File: config.mk
export PLATFORM = sky130hd
export DESIGN_NAME = fir_ctrl
export DESIGN_NICKNAME = d
export VERILOG_FILES = /design/src/rtl/fir_ctrl.sv
export SDC_FILE = /design/constraint.sdc
export NUM_CORES = 1
export LEC_CHECK = 0
export CORE_MARGIN = 8
export CORE_UTILIZATION = 35
export DETAILED_ROUTE_END_ITERATION = 12
export SLEW_MARGIN = 20
export SYNTH_ARGS = -nofsm -noshare
export SYNTH_HDL_FRONTEND = slang
export SYNTH_SLANG_ARGS = --single-unit
File: constraint.sdc
create_clock -name CLK -period 11.4 [get_ports CLK]
set_clock_uncertainty 0.2 [all_clocks]
set_input_delay 1.71 -clock CLK [delete_from_list [all_inputs] [get_ports CLK]]
set_output_delay 1.71 -clock CLK [all_outputs]
set_load 0.01 [all_outputs]
File: src/rtl/fir_ctrl.sv
// Sequencing controller for a 4-tap FIR: forwards the sample stream, tracks samples
// in flight, and swaps double-buffered coefficients only after the filter has drained.
module fir_ctrl #(
  parameter int MAX_OUT       = 8,
  parameter int DRAIN_TIMEOUT = 64
) (
  input  logic        CLK,
  input  logic        RST,
  input  logic        CFG_WE,
  input  logic [1:0]  CFG_ADDR,
  input  logic [15:0] CFG_DATA,
  input  logic        CFG_COMMIT,
  input  logic        S_VALID,
  input  logic [15:0] S_DATA,
  output logic        S_READY,
  output logic [15:0] DIN,
  output logic        VIN,
  output logic [15:0] H0,
  output logic [15:0] H1,
  output logic [15:0] H2,
  output logic [15:0] H3,
  input  logic        FIR_VOUT,
  output logic        BUSY,
  output logic        ERR,
  output logic [1:0]  DBG_STATE,
  output logic [3:0]  DBG_OUT_CNT
);

  // Source handshake: a sample transfers on a cycle where S_VALID && S_READY.
  // S_READY is derived from registered state only and never looks at S_VALID.

  typedef enum logic [1:0] {
    ST_RUN   = 2'd0,
    ST_DRAIN = 2'd1,
    ST_SWAP  = 2'd2
  } state_t;

  localparam logic [3:0] MAX_OUT_C  = 4'(MAX_OUT);
  localparam logic [7:0] DRAIN_LAST = 8'(DRAIN_TIMEOUT - 1);

  state_t      state_q, state_d;
  logic [3:0]  out_cnt_q, out_cnt_d;
  logic [7:0]  drain_cnt_q, drain_cnt_d;
  logic        pend_q, pend_d;
  logic        err_q, err_d;
  logic        vin_q, vin_d;
  logic [15:0] din_q, din_d;
  logic [15:0] shadow_q [4];
  logic [15:0] shadow_d [4];
  logic [15:0] h_q [4];
  logic [15:0] h_d [4];

  logic s_ready;
  logic busy;
  logic accept;
  logic drain_empty;
  logic drain_expired;

  assign accept        = S_VALID && s_ready;
  assign drain_empty   = (out_cnt_q == 4'd0);
  assign drain_expired = (drain_cnt_q == DRAIN_LAST);

  // State register
  always_ff @(posedge CLK or posedge RST) begin
    if (RST) state_q <= ST_RUN;
    else     state_q <= state_d;
  end

  // Next-state logic
  always_comb begin
    state_d = state_q;
    case (state_q)
      ST_RUN:   if (pend_q || CFG_COMMIT) state_d = ST_DRAIN;
      ST_DRAIN: if (drain_empty || drain_expired) state_d = ST_SWAP;
      ST_SWAP:  state_d = ST_RUN;
      default:  state_d = ST_RUN;
    endcase
  end

  // Output logic
  always_comb begin
    s_ready = (state_q == ST_RUN) && (out_cnt_q < MAX_OUT_C);
    busy    = (state_q != ST_RUN);
  end

  always_comb begin
    out_cnt_d = out_cnt_q;
    if (state_q == ST_SWAP)                           out_cnt_d = 4'd0;
    else if (accept && !FIR_VOUT)                     out_cnt_d = out_cnt_q + 4'd1;
    else if (!accept && FIR_VOUT && out_cnt_q != 4'd0) out_cnt_d = out_cnt_q - 4'd1;

    drain_cnt_d = (state_q == ST_DRAIN) ? drain_cnt_q + 8'd1 : 8'd0;

    // A commit arriving in the last DRAIN cycle is folded into this swap: its
    // shadow writes are already visible to the SWAP copy.
    pend_d = pend_q || CFG_COMMIT;
    if (state_q == ST_DRAIN && state_d == ST_SWAP) pend_d = 1'b0;

    err_d = err_q || (state_q == ST_DRAIN && !drain_empty && drain_expired);

    vin_d = accept;
    din_d = accept ? S_DATA : din_q;

    for (int i = 0; i < 4; i++) begin
      shadow_d[i] = shadow_q[i];
      h_d[i]      = (state_q == ST_SWAP) ? shadow_q[i] : h_q[i];
    end
    if (CFG_WE) shadow_d[CFG_ADDR] = CFG_DATA;
  end

  always_ff @(posedge CLK or posedge RST) begin
    if (RST) begin
      out_cnt_q   <= 4'd0;
      drain_cnt_q <= 8'd0;
      pend_q      <= 1'b0;
      err_q       <= 1'b0;
      vin_q       <= 1'b0;
      din_q       <= 16'd0;
      for (int i = 0; i < 4; i++) begin
        shadow_q[i] <= 16'd0;
        h_q[i]      <= 16'd0;
      end
    end else begin
      out_cnt_q   <= out_cnt_d;
      drain_cnt_q <= drain_cnt_d;
      pend_q      <= pend_d;
      err_q       <= err_d;
      vin_q       <= vin_d;
      din_q       <= din_d;
      for (int i = 0; i < 4; i++) begin
        shadow_q[i] <= shadow_d[i];
        h_q[i]      <= h_d[i];
      end
    end
  end

  assign S_READY     = s_ready;
  assign BUSY        = busy;
  assign ERR         = err_q;
  assign DIN         = din_q;
  assign VIN         = vin_q;
  assign H0          = h_q[0];
  assign H1          = h_q[1];
  assign H2          = h_q[2];
  assign H3          = h_q[3];
  assign DBG_STATE   = state_q;
  assign DBG_OUT_CNT = out_cnt_q;

endmodule

== Word-level counts from Yosys, hierarchy flattened ==
Cells that the tools add are included.

* Register bits: 161
* Output and inout bits: 90
* Logic and storage cells: 57

* Add/subtract/negate cells: 3
* $lt $le $gt $ge: 3
* Equality and inequality tests: 4
* Mux-type cells: 11
* Bitwise operators: 1
* Reduce and logical (&&, ||, !) cells: 20

{| class="wikitable"
|+ Operators by type and width
! cell !! number
|-
| $bwmux W64 || 1
|-
| $demux W16 S2 || 1
|-
| $mux W16 || 1
|-
| $mux W4 || 3
|-
| $logic_and A1 B1 Y1 || 9
|-
| $add A8 B1 Y8 const B || 1
|-
| $eq A8 B6 Y1 const B || 1
|-
| $mux W8 || 1
|-
| $add A4 B1 Y4 const B || 1
|-
| $eq A2 B2 Y1 const B || 2
|-
| $logic_not A4 Y1 || 1
|-
| $lt A4 B4 Y1 const B || 1
|-
| $mux W2 || 2
|-
| $pmux W2 S2 || 1
|-
| $reduce_bool A4 Y1 || 1
|-
| $sub A4 B1 Y4 const B || 1
|-
| $ge A3 B3 Y1 const B || 1
|-
| $logic_not A1 Y1 || 3
|-
| $logic_or A1 B1 Y1 || 3
|-
| $lt A3 B1 Y1 const B || 1
|-
| $not A2 Y3 || 1
|-
| $reduce_bool A3 Y1 || 1
|-
| $eq A2 B1 Y1 const B || 1
|-
| $logic_not A2 Y1 || 1
|-
| 2 further kinds || 2
|}

== Longest topological paths before layout ==
Gate-level depths: netlist (run 1).

* Depth after elaboration: 9
* Depth in mapped cells: 8

== Worst setup path after synthesis (run 1) ==
No wires, ideal clock.

* Kind: input to register
* From: input port S_VALID
* To: register out_cnt_q[3] (netlist: DBG_OUT_CNT[3])
* Library setup time: 0.124 ns
* Data arrival time: 3.159 ns
* Data required time: 11.076 ns
* Slack: 7.917 ns
* Stages: 8
* Buffers on the path: 1
* Cell sequence: nor4b_2 > nand2b_1 > clkbuf_1 > ha_1 > a21o_1 > a21oi_1 > a21boi_0 > o31a_1

* Longest elaborated chain between the ends: 5

{| class="wikitable"
|+ RTL lines
! what !! line !! source
|-
| start: declaration || 13 || <nowiki>input logic S_VALID,</nowiki>
|-
| $logic_and A1 B1 Y1 (*) || 59 || <nowiki>assign accept = S_VALID && s_ready;</nowiki>
|-
| $logic_not A1 Y1 || 90 || <nowiki>else if (!accept && FIR_VOUT && out_cnt_q != 4'd0) out_cnt_d = out_cnt_q - 4'd1;</nowiki>
|-
| $logic_and A1 B1 Y1 (2 in series) || 90 ||
|-
| $reduce_bool A3 Y1 (no line) || - ||
|-
| end signal: assignment || 124 || <nowiki>out_cnt_q <= out_cnt_d;</nowiki>
|-
| end: declaration || 42 || <nowiki>logic [3:0] out_cnt_q, out_cnt_d;</nowiki>
|}

Mark *: on every way between the ends. The rest lies on a longest branch, timed or not.
A chain may end at the register's enable or synchronous reset.

== Worst setup path in the final report (run 1) ==
Same ends and word-level chain as after synthesis.

==> flow_summary.yaml, run 1 <==
outcome:
  outcome: "completed"
yosys:
  synthArstFlopShare_pct: 100
  ys.flop_type: "dfrtp_1"
  ys_types: 33
  synth_edf_count: 0
  syn_nets: 434
  synth.avg_cell_area_um2: 15.9
  synth-seq-cells: 161
  synthCells: 390
  ys_warn_count: 0
  synth_area_mm2: 0.00619
  yosysSeqAreaShare_pct: 65.1
layout:
  areaGrowthSynthToFinish_pct: 35.0
  final_cell_area_mm2: 0.00836
  multiInputGateArea_mm2: 0.00208
  n_fill_cell: 1536
  nets: 570
  drive_gt1_share_pct: 34.5
  diodes: 0
  seqCellArea_mm2: 0.00403
  utilization_pct: 48.3
clock_tree:
  clock_latency_ns: 0.42
  max-clock-path-buffers: 2
  post-cts-setup-buffers: 0
  cts-htree-levels: 4
  numCtsBuffers: 17
  clock-root-buffer: "clkbuf_16"
  cts_tree: "built"
  cts.clk_slew.worst_paths_ns: 0.07
  cts.sinks: 161
  post_cts_resized: 0
  cts_hold_buf: 0
critical_path:
  start_kind: "input port"
  worstPathArrival_ns: 4.11
  endpoint_kind: "flip-flop"
  setup.worst_path.class: "in2reg"
  rr_endpoint: "DBG_OUT_CNT[3]"
  r2r_start: "DBG_STATE[1]"
  critPathLaunch: "S_VALID"
  ff2ff_path_depth: 7
  cp.required_ns: 11.51
  path_max_fanout: 10
  ff2ff_setup_slack_ns: 8.56
  cp-endpoint: "DBG_OUT_CNT[3]"
global_route:
  antenna_found_initial: 0
  grt-ovfl-total: 0
  grt_usage_pct: 12.8
  grt_pass1_vias: 4095
  grt_pass1_wl_mm: 22.2
  grt_max_degree: 91
timing:
  finalHoldViolCount: 0
  tightest_slew_ns: 1.07
  setup_slack_ns: 7.39
  fin_hold_ws_ns: 0.284
  drv_slew: 0
  rsz0062_at_grt: "false"
  period_needed_ns: 4.01
  clock.fmax_mhz: 250
  setup_viol: 0
  fin_setup_tns_ns: 0
  relSlewSlack_pct: 28.4
  period_share_pct: 35.1
pwr:
  irDropWorstVdd_v: 0.000110
  p_leak_nw: 3.66
  p_per_area_mw_per_mm2: 256
drt:
  drt-initial-drc-count: 111
  drtAntennaViolNets: 0
  vias: 3690
  drc: 0
  wl_per_cell_um: 17.8
  viasPerCell: 4.83
  first_pass_iters: 4
  drt-total-wl_mm: 13.6
floorplanning:
  die_w_um: 149
  die-area_mm2: 0.0222
  coreArea_mm2: 0.0173
  fp.dieH_um: 149
  row_count: 48
  ios: 130
  initial_core_util_pct: 35.8
min_path:
  hold_class: "reg2reg"
place:
  post_dp_cell_area_mm2: 0.00772
  place.port_buffers: 129
  place_ws_ns: 6.29
  gp_congestion: 0.747
  hpwl_mm: 9.09
flow_run:
  maxCapViolCount: 0
==> area by class of cell <==
type | count | area share (%)
Tap cell | 225 | 3.37
Clock inverter | 15 | 2.20
Sequential cell | 161 | 48.2
Multi-Input combinational cell | 207 | 24.9
Inverter | 7 | 0.374
Clock buffer | 17 | 5.09
Timing Repair Buffer | 132 | 15.9
==> power by group <==
group	leakage, nW	total [mW]	switching [mW]	internal [mW]
sequential	1.97	0.877	0.115	0.762
clock	0.296	0.582	0.234	0.348
combinational	1.39	0.680	0.256	0.424
==> registers in the layout (all words and copies together), names as in the netlist <==
| name | count |
|---|---|
| shadow_q | 64 |
| DIN | 16 |
| H0 | 16 |
| H1 | 16 |
| H2 | 16 |
| H3 | 16 |
| drain_cnt_q | 8 |
| DBG_OUT_CNT | 4 |
| DBG_STATE | 2 |
| ERR | 1 |
| VIN | 1 |
| pend_q | 1 |
==> how the worst min path moves through the flow <==
stage | from | slack (ns) | cells past startpoint | endpoint
after detailed placement | pend_q | 0.26 | 2 | pend_q
after global placement | ERR | 0.25 | 2 | ERR
after global routing | shadow_q[19] | 0.31 | 1 | shadow_q[19]
final | ERR | 0.28 | 2 | ERR
after floorplan | pend_q | 0.25 | 2 | pend_q
after CTS | pend_q | 0.28 | 2 | pend_q
==> placed cells by master, fill, tap and decap left out, types with 2 or more instances in the layout <==
master | Yosys | final
clkinv_4 | 0 | 3
o21a_1 | 2 | 2
dfrtp_1 | 161 | 161
ha_1 | 3 | 3
clkinvlp_4 | 0 | 2
xnor2_1 | 2 | 2
nand3_1 | 4 | 3
nand2b_1 | 2 | 2
clkinv_2 | 0 | 3
nand4_1 | 2 | 2
nor2_1 | 13 | 13
bufinv_16 | 0 | 3
inv_1 | 7 | 6
xor2_1 | 5 | 5
mux2_2 | 143 | 143
inv_6 | 0 | 4
nand3b_1 | 2 | 2
a21o_1 | 2 | 2
clkdlybuf4s50_1 | 0 | 129
a21oi_1 | 5 | 5
and3_1 | 6 | 6
clkbuf_16 | 0 | 17
==> layer usage <==
metal,share of wire (%),global-route usage (%)
met5,0,0
met4,1.2,4.04
met1,46,16.5
met3,9.0,5.89
met2,43,18.8
==> synthesized netlist by cell type, types with 2 or more instances <==
cell,count,area share [%]
and3_1,6,0.61
ha_1,3,0.61
inv_1,7,0.42
nand3_1,4,0.32
a21oi_1,5,0.40
a21o_1,2,0.24
xor2_1,5,0.71
buf_4,4,0.48
o21a_1,2,0.24
nor2_1,13,0.79
nand3b_1,2,0.24
nand4_1,2,0.20
dfrtp_1,161,65
nand2_1,2,0.12
buf_2,9,0.73
mux2_2,143,26
xnor2_1,2,0.28
clkbuf_1,2,0.12
nand2b_1,2,0.20
==> worst max-delay path: stages <==
cell and delay, ns:
clkdlybuf4s50_1 0.46, nor4b_4 0.43, nand2b_1 0.33, ha_1 0.37
a21o_1 0.18, a21oi_1 0.22, a21boi_0 0.13, o31a_1 0.28
==> through the flow <==
stage | instances | power, mW
CTS | 762 | 2.17
finish | 764 | 2.14
global placement | 730 | 1.55
detailed placement | 730 | 1.58
floorplan | 390 | 1.19
global route | 764 | 2.26
==> logic make-up (layout without fill, tap and decap cells) <==
family                     Yosys count  after routing  share of synthesized area [%]
DFF                                161            161                           65.1
muxes                              144            144                           26.2
and+or+nand+nor                     39             39                           3.68
buffers and inverters               22            171                           1.76
AOI/OAI and AO/OA                   13             13                           1.39
xor gates and xnor gates             7              7                          0.990
adders and majority gates            4              4                          0.930
Note: power is estimated with default switching activity, not from simulation.
==> inputs of run 2 (changes only) <==
==> constraint.sdc (replaced) <==
create_clock -name CLK -period 3.7 [get_ports CLK]
set_clock_uncertainty 0.2 [all_clocks]
set_input_delay 0.555 -clock CLK [delete_from_list [all_inputs] [get_ports CLK]]
set_output_delay 0.555 -clock CLK [all_outputs]
set_load 0.01 [all_outputs]
==> run 2 against run 1 <==
Clock power rose to 3.0 times the previous value. Final area up 0.28%. Hold slack worse by 0.0013 ns. Sequential cell count unchanged. Die area unchanged. Count of clock-buffer cells in the layout unchanged. Global-route usage down 0.11 points. Critical path depth down 5. Critical endpoint is now S_READY. Largest cell class unchanged. Highest routed layer unchanged.
==> flow_summary.yaml, run 2 (synthesis gave the netlist of run 1 again) <==
clock_tree:
  cts_hold_buf: 0
  post-cts-setup-buffers: 0
  cts.clk_slew.worst_paths_ns: 0.06
  cts-htree-levels: 4
  clock_latency_ns: 0.42
  max-clock-path-buffers: 2
  numCtsBuffers: 17
  cts_tree: "built"
  post_cts_resized: 0
  cts.sinks: 161
  clock-root-buffer: "clkbuf_16"
pwr:
  totalPowerFinal_mw: 6.55
  irDropWorstVdd_v: 0.000459
  p_per_area_mw_per_mm2: 782
  p_leak_nw: 3.67
global_route:
  grt_max_degree: 95
  grt-ovfl-total: 0
  grt_usage_pct: 12.7
  grt_pass1_vias: 4096
  antenna_found_initial: 0
  grt_pass1_wl_mm: 22.1
drt:
  wl_met3_mm: 1.17
  first_pass_iters: 4
  wl_per_cell_um: 17.5
  viasPerCell: 4.75
  wl_met1_mm: 5.98
  drtAntennaViolNets: 0
  wl_met2_mm: 6.13
  vias: 3650
  drt-initial-drc-count: 107
  highest_layer: "met4"
  drc: 0
  drt-total-wl_mm: 13.4
layout:
  drive_gt1_share_pct: 34.8
  largest_register_ffs: 64
  diodes: 0
  utilization_pct: 48.5
  areaGrowthSynthToFinish_pct: 35.4
  multiInputGateArea_mm2: 0.00208
  seqCellArea_mm2: 0.00403
  largest_register: "shadow_q"
  nets: 574
  n_fill_cell: 1487
  final_cell_mix: "dfrtp_1 (161), mux2_2 (143), clkdlybuf4s50_1 (129), clkbuf_16 (17), nor2_1 (13)"
  layout_commonest_cell: "dfrtp_1"
timing:
  period_share_pct: 70.3
  setup_viol: 0
  relSlewSlack_pct: 36.9
  tightest_slew_ns: 0.947
  period_needed_ns: 2.60
  rsz0062_at_grt: "false"
  setup_slack_ns: 1.10
  drv_slew: 0
  fin_setup_tns_ns: 0
  clock.fmax_mhz: 384
  finalHoldViolCount: 0
flow_run:
  maxCapViolCount: 0
floorplanning:
  fp.dieH_um: 149
  die_w_um: 149
  coreArea_mm2: 0.0173
  die-area_mm2: 0.0222
  row_count: 48
  initial_core_util_pct: 35.8
  ios: 130
critical_path:
  path_max_fanout: 6
  cp.required_ns: 2.94
  max_stage_delay_ns: 0.54
  path_cells: "or2_2 > nor2_1 > clkdlybuf4s50_1"
  endpoint_kind: "primary output"
  worstPathArrival_ns: 1.85
  cpMaxStageDelayCell: "clkdlybuf4s50_1"
  setup.worst_path.class: "reg2out"
  start_kind: "flip-flop"
  crit_family: "buffers and inverters"
  cp.buffers_inverters: 1
place:
  gp_congestion: 0.730
  hpwl_mm: 9.06
  place.port_buffers: 129
  place_ws_ns: 0.746
outcome:
  outcome: "completed"
min_path:
  hold_class: "reg2reg"
run 2: cell count changes in the layout (fill, tap and decap cells not counted), sizes merged:
| cell | change |
|---|---|
| clkinvlp | +2 |
| inv | +3 |
| clkinv | -4 |
| bufinv | -1 |
| clkbuf | -1 |
| buf | +5 |
run 2: metal layers:
metal	GRT usage [%]	up-vias
met5	0	-
met4	3.79	0
met3	5.92	12
met2	19.8	115
met1	15.4	1862
li1	-	1661
run 2: layout make-up:
cell class / instances / area share, %
Tap cell: 225 / 3.36
Timing Repair Buffer: 136 / 16.3
Clock buffer: 17 / 5.07
Inverter: 7 / 0.358
Multi-Input combinational cell: 207 / 24.8
Sequential cell: 161 / 48.1
Clock inverter: 15 / 2.06
run 2: where the power goes:
group          internal, mW  switching, mW  leakage, nW
clock network          1.02          0.742        0.284
logic                  1.31          0.785         1.41
registers              2.35          0.354         1.97
run 2: worst paths after layout:
kind,from,end,slack (ns),cells past startpoint
setup / recovery,DBG_STATE[1],S_READY,1.10,3
hold / removal,ERR,ERR,0.28,2
setup reg to reg,DBG_STATE[1],DBG_OUT_CNT[3],1.17,7
hold reg to reg,ERR,ERR,0.28,2
max in group asynchronous,RST,H1[4],2.44,3
min in group asynchronous,RST,H3[15],0.43,3
run 2: worst min-delay path, delay by kind of cell, from the launching register on:
family	cells	cell delay, ns
compound gates	1	0.06
flops	1	0.34
buf+inv	1	0.04
run 2: per-stage QoR:
stage / std cells / instance area (um2) / hold slack (ns)
floorplan: 390 / 6200 / 0.247
global placement: 736 / 7790 / 0.254
detailed placement: 736 / 7790 / 0.275
CTS: 768 / 8380 / 0.289
global route: 768 / 8380 / 0.317
finish: 768 / 8380 / 0.282
==> inputs of run 3 (changes only) <==
==> constraint.sdc (replaced) <==
create_clock -name CLK -period 2.4 [get_ports CLK]
set_clock_uncertainty 0.2 [all_clocks]
set_input_delay 0.36 -clock CLK [delete_from_list [all_inputs] [get_ports CLK]]
set_output_delay 0.36 -clock CLK [all_outputs]
set_load 0.01 [all_outputs]
==> run 3 against run 2 <==
Die area is the same. Global-route usage is essentially flat. Core utilization grew 0.72 points. Routed wire length shrank 0.69%. Worst setup slack lost 1.0 ns. Non-clock buffer count grew 13. Sequential power grew 53%. Final area grew 1.5%. Critical path type unchanged. Largest cell class unchanged.
==> flow_summary.yaml, run 3 (synthesis gave the netlist of run 1 again) <==
outcome:
  outcome: "completed"
floorplanning:
  die_w_um: 149
  ios: 130
  initial_core_util_pct: 35.8
  coreArea_mm2: 0.0173
  die-area_mm2: 0.0222
  fp.dieH_um: 149
  row_count: 48
timing:
  period_share_pct: 97.2
  fin_hold_ws_ns: 0.162
  relSlewSlack_pct: 62.9
  fin_setup_tns_ns: 0
  finalHoldViolCount: 0
  clock.fmax_mhz: 429
  period_needed_ns: 2.33
  tightest_slew_ns: 0.555
  rsz0062_at_grt: "false"
  setup_viol: 0
  drv_slew: 0
clock_tree:
  clock-root-buffer: "clkbuf_16"
  clock_latency_ns: 0.42
  cts.sinks: 161
  cts_hold_buf: 0
  cts.clk_slew.worst_paths_ns: 0.07
  max-clock-path-buffers: 2
  cts-htree-levels: 4
  post-cts-setup-buffers: 0
  cts_tree: "built"
  numCtsBuffers: 17
drt:
  viasPerCell: 4.68
  wl_met2_mm: 5.94
  vias: 3655
  drtAntennaViolNets: 0
  drt-initial-drc-count: 129
  wl_met1_mm: 6.27
  first_pass_iters: 4
  drt-total-wl_mm: 13.3
  highest_layer: "met4"
  drc: 0
  wl_per_cell_um: 17.1
  wl_met3_mm: 1.02
flow_run:
  maxCapViolCount: 0
place:
  gp_congestion: 0.720
  place.port_buffers: 129
  hpwl_mm: 9.44
critical_path:
  worstPathArrival_ns: 1.77
  setup.worst_path.class: "reg2out"
  cp.required_ns: 1.84
  path_max_fanout: 5
  start_kind: "flip-flop"
  endpoint_kind: "primary output"
layout:
  largest_register: "shadow_q"
  nets: 587
  drive_gt1_share_pct: 36.3
  diodes: 0
  layout_commonest_cell: "dfrtp_1"
  areaGrowthSynthToFinish_pct: 37.4
  utilization_pct: 49.2
  final_cell_mix: "dfrtp_1 (161), mux2_2 (143), clkdlybuf4s50_1 (128), clkbuf_16 (17), nor2_1 (13)"
  largest_register_ffs: 64
global_route:
  grt_pass1_wl_mm: 22.0
  grt_usage_pct: 12.7
  grt_pass1_vias: 4075
  antenna_found_initial: 0
  grt-ovfl-total: 0
  grt_max_degree: 35
pwr:
  p_leak_nw: 3.75
  irDropWorstVdd_v: 0.000534
  totalPowerFinal_mw: 9.90
  p_per_area_mw_per_mm2: 1160
min_path:
  hold_class: "in2async"
[run 3: cell types whose count changed in the layout (fill, tap and decap cells not counted), sizes merged]
cell and delta:
buf +13, clkinv +4, bufinv -2, clkinvlp -2, clkdlybuf4s50 -1, dlygate4sd2 +1
[run 3: cell type report]
class / instances / area, um2
multi-input combinational: 207 / 2080
clock buffer: 17 / 425
fill: 1500 / 8790
tap: 225 / 282
inverter: 7 / 30.0
sequential: 161 / 4030
timing repair buffer: 149 / 1540
clock inverter: 15 / 125
[run 3: worst max-delay path, stage by stage (launching register included)]
cell,delay [ns]
dfrtp_1,0.41
buf_4,0.17
or2_2,0.30
clkdlybuf4s50_1,0.48
[run 3: timing repair]
item / 4_1_cts / 5_1_grt
hold endpoints to repair: 0 / 0
gates resized for setup: 1 / 0
setup endpoints to repair: 1 / 0
[run 3: path summary, 6_finish.rpt]
| path | from | end | slack [ns] | cells past startpoint |
|---|---|---|---|---|
| max in group asynchronous | RST | H0[5] | 1.21 | 3 |
| max | DBG_STATE[1] | BUSY | 0.07 | 3 |
| min in group CLK | ERR | ERR | 0.27 | 2 |
| min | RST | shadow_q[45] | 0.16 | 2 |
| min reg2reg | ERR | ERR | 0.27 | 2 |
| max reg2reg | DBG_STATE[0] | DBG_OUT_CNT[3] | 0.19 | 7 |
[run 3: power by group]
group | internal [mW] | switching, mW | leakage, nW
Clock | 1.35 | 1.14 | 0.272
Combinational | 2.06 | 1.22 | 1.51
Sequential | 3.62 | 0.523 | 1.97
Total | 7.03 | 2.87 | 3.75
[run 3: layer usage]
metal	track usage [%]	vias up
li1	-	1687
met1	16.6	1862
met2	18.8	100
met3	5.46	6
met4	3.48	0
met5	0	-
[run 3: metrics by stage]
stage | setup slack, ns | cell area (um2) | instances
6_report | 0.0668 | 8510 | 781
5_1_grt | 0.00571 | 8510 | 781
4_1_cts | 0.0296 | 8510 | 781
3_5_place_dp | -0.0945 | 7960 | 749
3_3_place_gp | -0.0722 | 7960 | 749
2_1_floorplan | -0.203 | 6200 | 390
